--- config.mk ---
export PLATFORM = sky130hd
export DESIGN_NAME = muntjac_fpu_div_sqrt_iter
export DESIGN_NICKNAME = d
export VERILOG_FILES = /design/src/rtl/muntjac_fpu_div_sqrt_iter.sv
export SDC_FILE = /design/constraint.sdc
export NUM_CORES = 1
export LEC_CHECK = 0
export CELL_PAD_IN_SITES_DETAIL_PLACEMENT = 1
export CELL_PAD_IN_SITES_GLOBAL_PLACEMENT = 2
export CORE_MARGIN = 4
export CORE_UTILIZATION = 35
export CTS_CLUSTER_DIAMETER = 40
export DETAILED_ROUTE_END_ITERATION = 6
export PLACE_DENSITY = 0.86
export SETUP_SLACK_MARGIN = 0.4
export SKIP_CTS_REPAIR_TIMING = 1
export SLEW_MARGIN = 25
export SYNTH_ARGS = -nofsm -noshare
export SYNTH_HDL_FRONTEND = slang
export SYNTH_SLANG_ARGS = --single-unit
--- constraint.sdc ---
create_clock -name clk_i -period 5.6 [get_ports clk_i]
set_clock_uncertainty 0.1 [all_clocks]
set_input_delay 1.12 -clock clk_i [delete_from_list [all_inputs] [get_ports clk_i]]
set_output_delay 1.12 -clock clk_i [all_outputs]
set_load 0.01 [all_outputs]
--- src/rtl/muntjac_fpu_div_sqrt_iter.sv ---
// muntjac_fpu_div_sqrt_iter
//
// Iterative radix-2 divide / square-root unit for the FPU long-latency path.
// Operands arrive unpacked (sign, signed unbiased exponent of 1.f, fraction,
// class flags). The unit produces one quotient/root bit per cycle for
// N = SigWidth+3 cycles, then presents an exact truncated result with the
// sticky bit folded into the significand LSB. Special operands skip the
// iteration and answer in the cycle after acceptance.
//
// Handshakes: a transfer happens on a rising clk_i edge where valid and ready
// are both high. Request: req_valid_i / req_ready_o (ready only while idle).
// Response: resp_valid_o / resp_ready_i; response fields hold steady while
// resp_valid_o is high and resp_ready_i is low.
//
// Ports:
//   clk_i, rst_ni                  clock, asynchronous active-low reset
//   req_valid_i, req_ready_o       request handshake
//   is_sqrt_i                      1 = sqrt(a), b ignored
//   rounding_mode_i / _o           passed through, captured on accept
//   a_*_i, b_*_i                   unpacked operands and class flags
//   flush_i                        abort any operation, no response
//   resp_valid_o, resp_ready_i     response handshake
//   sign_o, is_zero_o, is_nan_o, is_inf_o   result class
//   invalid_operation_o, divide_by_zero_o   exception causes
//   exponent_o, significand_o      unbiased exponent, fraction below leading one
module muntjac_fpu_div_sqrt_iter #(
   parameter int unsigned ExpWidth = 13,
   parameter int unsigned SigWidth = 52
) (
   input  logic                       clk_i,
   input  logic                       rst_ni,
   input  logic                       req_valid_i,
   output logic                       req_ready_o,
   input  logic                       is_sqrt_i,
   input  logic [2:0]                 rounding_mode_i,
   input  logic                       a_sign_i,
   input  logic                       b_sign_i,
   input  logic signed [ExpWidth-1:0] a_exponent_i,
   input  logic signed [ExpWidth-1:0] b_exponent_i,
   input  logic [SigWidth-1:0]        a_significand_i,
   input  logic [SigWidth-1:0]        b_significand_i,
   input  logic                       a_is_zero_i,
   input  logic                       a_is_inf_i,
   input  logic                       a_is_nan_i,
   input  logic                       a_is_snan_i,
   input  logic                       b_is_zero_i,
   input  logic                       b_is_inf_i,
   input  logic                       b_is_nan_i,
   input  logic                       b_is_snan_i,
   input  logic                       flush_i,
   output logic                       resp_valid_o,
   input  logic                       resp_ready_i,
   output logic                       sign_o,
   output logic                       is_zero_o,
   output logic                       is_nan_o,
   output logic                       is_inf_o,
   output logic                       invalid_operation_o,
   output logic                       divide_by_zero_o,
   output logic signed [ExpWidth-1:0] exponent_o,
   output logic [SigWidth+1:0]        significand_o,
   output logic [2:0]                 rounding_mode_o
);

   localparam int unsigned N        = SigWidth + 3;
   // The sqrt remainder grows to just over twice the partial root; four
   // guard bits above the root width cover it and the divide remainder.
   localparam int unsigned RemWidth = N + 4;
   localparam int unsigned CntWidth = $clog2(N + 1);

   typedef enum logic [1:0] {
      StIdle,
      StBusy,
      StDone
   } state_e;

   state_e                      state_q;
   logic [CntWidth-1:0]         count_q;
   logic                        is_sqrt_q;
   logic                        sign_q;
   logic signed [ExpWidth-1:0]  exp_q;
   logic [RemWidth-1:0]         rem_q;
   logic [SigWidth:0]           div_q;
   logic [SigWidth+1:0]         rad_q;
   logic [N-1:0]                quo_q;

   assign req_ready_o = (state_q == StIdle);

   // ---------------------------------------------------------------
   // Special-operand classification of the incoming request
   // ---------------------------------------------------------------
   logic sp_hit, sp_sign, sp_zero, sp_nan, sp_inf, sp_inv, sp_dbz;

   always_comb begin
      sp_hit  = 1'b0;
      sp_sign = 1'b0;
      sp_zero = 1'b0;
      sp_nan  = 1'b0;
      sp_inf  = 1'b0;
      sp_inv  = 1'b0;
      sp_dbz  = 1'b0;
      if (is_sqrt_i) begin
         if (a_is_nan_i) begin
            sp_hit = 1'b1;
            sp_nan = 1'b1;
            sp_inv = a_is_snan_i;
         end else if (a_is_zero_i) begin
            // sqrt(-0) = -0
            sp_hit  = 1'b1;
            sp_zero = 1'b1;
            sp_sign = a_sign_i;
         end else if (a_sign_i) begin
            sp_hit = 1'b1;
            sp_nan = 1'b1;
            sp_inv = 1'b1;
         end else if (a_is_inf_i) begin
            sp_hit = 1'b1;
            sp_inf = 1'b1;
         end
      end else begin
         if (a_is_nan_i || b_is_nan_i) begin
            sp_hit = 1'b1;
            sp_nan = 1'b1;
            sp_inv = a_is_snan_i | b_is_snan_i;
         end else if ((a_is_inf_i && b_is_inf_i) || (a_is_zero_i && b_is_zero_i)) begin
            sp_hit = 1'b1;
            sp_nan = 1'b1;
            sp_inv = 1'b1;
         end else if (b_is_zero_i) begin
            sp_hit  = 1'b1;
            sp_inf  = 1'b1;
            sp_dbz  = 1'b1;
            sp_sign = a_sign_i ^ b_sign_i;
         end else if (a_is_inf_i) begin
            sp_hit  = 1'b1;
            sp_inf  = 1'b1;
            sp_sign = a_sign_i ^ b_sign_i;
         end else if (a_is_zero_i || b_is_inf_i) begin
            sp_hit  = 1'b1;
            sp_zero = 1'b1;
            sp_sign = a_sign_i ^ b_sign_i;
         end
      end
   end

   // ---------------------------------------------------------------
   // One recurrence step plus final normalisation of its result
   // ---------------------------------------------------------------
   logic                        q_bit;
   logic                        sticky;
   logic [RemWidth-1:0]         rem_next;
   logic [RemWidth-1:0]         sqrt_shift;
   logic [RemWidth-1:0]         sqrt_trial;
   logic [RemWidth-1:0]         div_ext;
   logic [SigWidth+1:0]         rad_next;
   logic [N-1:0]                quo_next;
   logic [SigWidth+1:0]         res_sig;
   logic signed [ExpWidth-1:0]  res_exp;

   always_comb begin
      q_bit      = 1'b0;
      rem_next   = rem_q;
      rad_next   = rad_q;
      // Restoring sqrt: bring down the next radicand bit pair and try
      // subtracting 4*root + 1.
      sqrt_shift = {rem_q[RemWidth-3:0], rad_q[SigWidth+1:SigWidth]};
      sqrt_trial = {2'b00, quo_q, 2'b01};
      div_ext    = {{(RemWidth-SigWidth-1){1'b0}}, div_q};
      if (is_sqrt_q) begin
         q_bit    = (sqrt_shift >= sqrt_trial);
         rem_next = q_bit ? (sqrt_shift - sqrt_trial) : sqrt_shift;
         rad_next = rad_q << 2;
      end else begin
         q_bit    = (rem_q >= div_ext);
         rem_next = (q_bit ? (rem_q - div_ext) : rem_q) << 1;
      end
      quo_next = {quo_q[N-2:0], q_bit};
      sticky   = (rem_next != '0);
      // The root always has its top bit set; a quotient below one needs a
      // single left shift to put the leading one on top.
      if (is_sqrt_q || quo_next[N-1]) begin
         res_sig = quo_next[N-2:0];
         res_exp = exp_q;
      end else begin
         res_sig = {quo_next[N-3:0], 1'b0};
         res_exp = exp_q - ExpWidth'(1);
      end
      res_sig[0] = res_sig[0] | sticky;
   end

   // ---------------------------------------------------------------
   // Control FSM and registered response
   // ---------------------------------------------------------------
   always_ff @(posedge clk_i or negedge rst_ni) begin
      if (!rst_ni) begin
         state_q             <= StIdle;
         count_q             <= '0;
         is_sqrt_q           <= 1'b0;
         sign_q              <= 1'b0;
         exp_q               <= '0;
         rem_q               <= '0;
         div_q               <= '0;
         rad_q               <= '0;
         quo_q               <= '0;
         resp_valid_o        <= 1'b0;
         sign_o              <= 1'b0;
         is_zero_o           <= 1'b0;
         is_nan_o            <= 1'b0;
         is_inf_o            <= 1'b0;
         invalid_operation_o <= 1'b0;
         divide_by_zero_o    <= 1'b0;
         exponent_o          <= '0;
         significand_o       <= '0;
         rounding_mode_o     <= '0;
      end else if (flush_i) begin
         // Flush beats every transition, including a completing handshake.
         state_q      <= StIdle;
         resp_valid_o <= 1'b0;
      end else begin
         case (state_q)
            StIdle: begin
               if (req_valid_i) begin
                  rounding_mode_o <= rounding_mode_i;
                  is_sqrt_q       <= is_sqrt_i;
                  count_q         <= '0;
                  quo_q           <= '0;
                  div_q           <= {1'b1, b_significand_i};
                  if (sp_hit) begin
                     sign_o              <= sp_sign;
                     is_zero_o           <= sp_zero;
                     is_nan_o            <= sp_nan;
                     is_inf_o            <= sp_inf;
                     invalid_operation_o <= sp_inv;
                     divide_by_zero_o    <= sp_dbz;
                     exponent_o          <= '0;
                     significand_o       <= '0;
                     resp_valid_o        <= 1'b1;
                     state_q             <= StDone;
                  end else begin
                     if (is_sqrt_i) begin
                        sign_q <= a_sign_i;
                        rem_q  <= '0;
                        // Odd exponent: double the radicand so the halved
                        // exponent stays integral; ea>>>1 equals (ea-1)>>>1
                        // for odd ea, so one shift serves both cases.
                        rad_q  <= a_exponent_i[0] ? {1'b1, a_significand_i, 1'b0}
                                                  : {2'b01, a_significand_i};
                        exp_q  <= a_exponent_i >>> 1;
                     end else begin
                        sign_q <= a_sign_i ^ b_sign_i;
                        rem_q  <= {{(RemWidth-SigWidth-1){1'b0}}, 1'b1, a_significand_i};
                        rad_q  <= '0;
                        exp_q  <= a_exponent_i - b_exponent_i;
                     end
                     state_q <= StBusy;
                  end
               end
            end
            StBusy: begin
               rem_q   <= rem_next;
               rad_q   <= rad_next;
               quo_q   <= quo_next;
               count_q <= count_q + CntWidth'(1);
               if (count_q == CntWidth'(N - 1)) begin
                  sign_o              <= sign_q;
                  is_zero_o           <= 1'b0;
                  is_nan_o            <= 1'b0;
                  is_inf_o            <= 1'b0;
                  invalid_operation_o <= 1'b0;
                  divide_by_zero_o    <= 1'b0;
                  exponent_o          <= res_exp;
                  significand_o       <= res_sig;
                  resp_valid_o        <= 1'b1;
                  state_q             <= StDone;
               end
            end
            StDone: begin
               if (resp_ready_i) begin
                  resp_valid_o <= 1'b0;
                  state_q      <= StIdle;
               end
            end
            default: begin
               state_q      <= StIdle;
               resp_valid_o <= 1'b0;
            end
         endcase
      end
   end

endmodule

# Word-level counts from Yosys, hierarchy flattened
# Cells that the tools add are included.
[totals]
ff_bits = 321
input_bits = 149
out_inout_bits = 78
word_cells = 167
[classes]
addsub = 5
magnitude_cmp = 2
eq_ne = 12
muxes = 107
bitwise = 5
n_reduce_logical = 17
[ops]
columns = ["op", "n"]
rows = [
  ["54-bit two-way mux", 9],
  ["59-bit two-way mux", 4],
  ["54-bit case mux with 2 select lines", 2],
  ["59-bit case mux with 2 select lines", 1],
  ["55-bit case mux with 2 select lines", 1],
  ["1-bit two-way mux", 66],
  ["13-bit two-way mux", 5],
  ["59-bit by 53-bit greater-or-equal comparator with 1-bit output", 1],
  ["59-bit by 57-bit greater-or-equal comparator with 1-bit output", 1],
  ["59-bit nonzero test", 1],
  ["59-bit by 57-bit subtractor with 59-bit output", 1],
  ["58-bit two-way mux", 1],
  ["58-bit by 53-bit subtractor with 58-bit output", 1],
  ["55-bit two-way mux", 1],
  ["53-bit two-way mux", 1],
  ["13-bit case mux with 2 select lines", 1],
  ["13-bit subtractor", 1],
  ["13-bit by 2-bit subtractor with 13-bit output, second input constant", 1],
  ["1-bit case mux with 2 select lines", 6],
  ["6-bit case mux with 2 select lines", 1],
  ["4-bit AND reduction", 3],
  ["2-bit two-way mux", 5],
  ["5-bit AND reduction", 2],
  ["3-bit AND reduction", 3],
  ["19 further kinds", 29],
]

# Logic depth before layout (Yosys ltp)
# Gate-level depths: netlist of the first run.
[logic_depth]
word_depth = 11
mapped_depth = 19
mapped_depth_nobuf = 17

# Worst setup path after synthesis of the first run
# OpenSTA, ideal clock, no wires.
[synth_path]
kind = "register to register"
startpoint = "reg rem_q[0]"
endpoint = "reg significand_o[0]"
setup_time_ns = 0.125
t_arrival_ns = 3.880
t_required_ns = 5.375
slack_ns = 1.495
path_stages_with_launch = 18
path_buffers = 0
period_less_slack_ns = 4.105
path_cell_list = "dfrtp_1 > inv_1 > ha_1 > inv_1 > fa_1 > a211oi_1 > o211a_1 > nor4bb_1 > or2_2 > o21ai_2 > a21oi_1 > a221oi_1 > o311a_1 > xnor2_1 > mux2i_1 > or4b_1 > nor4_1 > nor2_1"
[synth_between]
elab_chain_cells = 7
elab_cells_between_ends = 13
classes_between = "add/sub: 2; order compare: 2; mux: 7; bitwise: 1; reduce/logical: 1"
[synth_lines]
columns = ["element", "line", "source"]
rows = [
  ["from (decl)", "81", "logic [RemWidth-1:0] rem_q;"],
  ["from (signal assigned)", "250", "rem_q <= {{(RemWidth-SigWidth-1){1'b0}}, 1'b1, a_significand_i};"],
  ["from (signal assigned)", "259", "rem_q <= rem_next;"],
  ["59-bit by 57-bit subtractor with 59-bit output, or another cell as far along", "170", "rem_next = q_bit ? (sqrt_shift - sqrt_trial) : sqrt_shift;"],
  ["59-bit two-way mux or 58-bit two-way mux (tied branches)", "170, 174", ""],
  ["59-bit two-way mux", "168", "if (is_sqrt_q) begin"],
  ["59-bit nonzero test", "177", "sticky = (rem_next != '0);"],
  ["1-bit bitwise OR *", "187", "res_sig[0] = res_sig[0] | sticky;"],
  ["54-bit two-way mux *", "263", "if (count_q == CntWidth'(N - 1)) begin"],
  ["54-bit case mux with 2 select lines *", "219", "case (state_q)"],
  ["to (signal assigned)", "271", "significand_o <= res_sig;"],
  ["to (decl)", "60", "output logic [SigWidth+1:0] significand_o,"],
]
# Mark *: on every way between the ends. The rest lies on a longest branch, timed or not. The select of a mux whose other input is x is not followed.
# A chain may end at the register's enable or synchronous reset.

# Worst setup path after layout of the first run
[layout_path]
startpoint = "reg rem_q[37]"
endpoint = "reg significand_o[0]"
# The elaborated chain is that of the path after synthesis.

==> results of run 1 <==
through the flow:
stage | setup slack [ns] | utilization | hold WS, ns
floorplan | 1.49 | - | 0.340
CTS | 0.444 | 0.440 | 0.374
global route | 0.400 | 0.441 | 0.399
global placement | 0.488 | 0.404 | 0.355
finish | 0.651 | 0.441 | 0.371
detailed placement | 0.530 | 0.404 | 0.362
worst max-delay path, stage by stage, from the launching register on:
cell and delay [ns]:
dfrtp_1 0.52, ha_1 0.54, nand4_1 0.24, nor4_1 0.51, buf_4 0.24, nand4_1 0.10, o22ai_1 0.24, a211oi_2 0.10
nand2_1 0.14, buf_4 0.19, buf_4 0.14, mux2i_1 0.39, mux2_2 0.28, nand4_1 0.11, nor4_1 0.29, buf_4 0.19
nand4_1 0.11, nor4_1 0.31, nor2_1 0.07
state kept, by name, summed over array words and instances, names as in the netlist:
register and count:
is_nan_o 1, div_q 53, exponent_o 13, sign_o 1, is_zero_o 1, count_q 6, is_inf_o 1, sign_q 1
rounding_mode_o 3, invalid_operation_o 1, quo_q 55, state_q 2, rad_q 54, divide_by_zero_o 1, significand_o 54, is_sqrt_q 1
rem_q 59, exp_q 13, resp_valid_o 1
worst min path at each step:
stage,startpoint,endpoint,cells past startpoint
finish,significand_o[51],significand_o[51],2
global route,exponent_o[12],exponent_o[12],2
CTS,div_q[52],div_q[52],1
detailed placement,div_q[52],div_q[52],1
global placement,div_q[52],div_q[52],1
floorplan,div_q[52],div_q[52],1
area by class of cell:
type / instances / share of cell area
multi-input combinational: 2425 / 0.496
sequential: 321 / 0.259
timing repair buffer: 334 / 0.104
clock buffer: 87 / 0.0652
tap: 940 / 0.0379
inverter: 176 / 0.0213
clock inverter: 46 / 0.0164
cells in the mapped netlist, types with 11 or more instances:
master,n
o22ai_1,42
and2_1,13
xnor2_1,61
o21a_1,40
nor4_1,22
mux2_2,18
a31oi_1,41
a211oi_1,32
nor2_1,217
clkbuf_1,173
buf_2,19
o31ai_1,86
buf_1,11
nand2b_1,21
o21bai_1,18
a21o_1,55
nand3_1,96
or3_1,31
xor2_1,40
nor2b_1,16
a21oi_1,237
a21boi_0,12
o21ai_0,289
nor3_1,55
and3_1,40
inv_1,175
nand4_1,59
mux2i_1,128
dfrtp_1,321
or2_2,12
o211ai_1,31
nand2_1,396
o2111ai_1,12
ha_1,125
metal layers:
metal | track usage | part of all wire | up-vias
li1 | - | - | 11800
met4 | 0.106 | 0.040 | 0
met1 | 0.416 | 0.46 | 13000
met2 | 0.444 | 0.44 | 818
met5 | 0 | 0 | -
met3 | 0.0446 | 0.061 | 181
power by group through the flow:
stage	Sequential [mW]	Clock [mW]	Combinational, mW
3_5_place_dp	3.59	0	12.5
6_report	3.62	4.43	13.0
4_1_cts	3.56	4.51	12.6
3_3_place_gp	3.55	0	12.5
2_1_floorplan	3.24	0	7.98
5_1_grt	3.64	4.64	14.0
kinds of logic (layout without fill, tap and decap cells):
group / after synthesis / in the layout / synth area share
compound gates: 1035 / 1035 / 0.265
simple gates: 1015 / 1015 / 0.190
buf+inv: 387 / 643 / 0.0612
flops: 321 / 321 / 0.323
mux: 147 / 147 / 0.0601
fa+ha+maj: 127 / 127 / 0.0645
xor+xnor: 101 / 101 / 0.0356
==> results.md, run 1 <==
- Status: finished, final reports clean
- Reg2reg start: rem_q[37]
- Most frequent cells in the layout: nand2_1 (394), dfrtp_1 (320), o21ai_0 (289)
- I/O Buffers: 226
- Post-Syn Area: 0.0249 mm^2
- Comb pwr share: 0.618
- Critical R2R Capture: significand_o[0]
- HPWL Detailed: 88000 um
- Area leader, netlist: dfrtp_1
- Sw power: 10.6 mW
- DRT iter0 DRCs: 2288
- Slew HR: 0.358
- Distinct cells, synth: 92
- Seq/Total Area, Yosys: 0.323
- Post-Route WL: 113000 um
- Post-Syn Nets: 3409
- DRT antenna net count: 0
- Placed cells: 4189
- Max VDD drop: 256 uV
- HP Class: flop to flop
- Design Power: 21.1 mW
- Clock buffer depth: 3
- CTS root buffer: clkbuf_16
- Sequential share of power: 0.172
- Die Width: 275 um
- RSZ-0062 raised after global routing: false
- Share of cells above drive strength 1: 0.0927
- P per Cell Area: 679 mW/mm^2
- Clk Latency, worst-skew pair: 0.62 ns
- Crit. Startpoint: rem_q[37]
- Crit share post-route: 0.884
- Slew Viols, Final: 0
- H-tree level count: 3
- # diodes: 0
- Post-Synthesis Cells: 3133
- Initial core utilization: 0.354
- DP Area: 0.0284 mm^2
- Sequential standard cell area: 0.00803 mm^2
- Path depth of the worst reg2reg path: 18
- Clock slew at reported path FFs: 0.06 ns
- Final setup violation count: 0
- Die area: 0.0754 mm^2
- Synth area leaders: dfrtp_1 (32%), ha_1 (6.3%), nand2_1 (6.0%)
- Clock network power share: 0.211
- Largest net degree at the start of global routing: 115
- Area of the multi-input gates: 0.0154 mm^2
- Measured slew at the worst slew-check pin: 0.964 ns
- Vias in the first global route: 26.0k
- Worst setup path endpoint: significand_o[0]
- Post-synth EDFFs: 0
- Avg WL per Cell: 26.0 um
- GRT Util Overall: 0.290
- Layout Cells excl Fill: 4329
- Reg2Reg Setup Slack: 0.65 ns
- DRC: 0
- TritonCTS Sinks: 321
- Remaining global-route overflow: 0
- Antenna violations before repair: 1
- Fmax: 0.202 GHz
- Die Y: 275 um
- Synth Flop Type: dfrtp_1
- Post-synth ARST share: 1.00
- Number of top-level pins: 227
- Fin crit period: 4.95 ns
- Internal: 10.5 mW
- Critical Path Fanout Max: 9
- Core area: 0.0703 mm^2
- DR vias: 25.8k
- Leakage: 13.5 nW
- Vias/cell: 5.96
- Syn. warnings: 0
- DR pass1 iterations: 5
- FP Rows: 97
- Setup CP Type: flop to flop
- Fill cells: 8268
- TritonCTS Buffers: 72
- GPL Wtd Cong: 1.04
- Worst path required time: 5.97 ns
- Hold Vio Cnt, Final: 0
- Max-cap violations: 0
- First-pass GRT wire length: 168000 um
- Final Instance Area: 0.0310 mm^2
- CP startpoint kind: flop
- Commonest non-fill, non-tap cell in the layout: nand2_1
- Setup_tns: 0 ns
- Area Growth Syn to Fin: 24.7%
- Syn avg cell area: 7.94 um^2
- Critical Path AT: 5.32 ns
- CTS tree: done
- Final nets: 3606
- Worst setup EP type: flop
- Top-area cell type share of the netlist area: 0.323
- Yosys reg bits: 321
- Sw frac: 0.504
(Power assumes the default switching activity.)
==> run 2, diff against run 1 <==
--- a/config.mk
+++ b/config.mk
@@ -5,6 +5,7 @@
 export SDC_FILE = /design/constraint.sdc
 export NUM_CORES = 1
 export LEC_CHECK = 0
+export ABC_AREA = 0
 export CELL_PAD_IN_SITES_DETAIL_PLACEMENT = 1
 export CELL_PAD_IN_SITES_GLOBAL_PLACEMENT = 2
 export CORE_MARGIN = 4
==> results of run 2 <==
Final layout, timing and power as in run 1 (identical DEF).
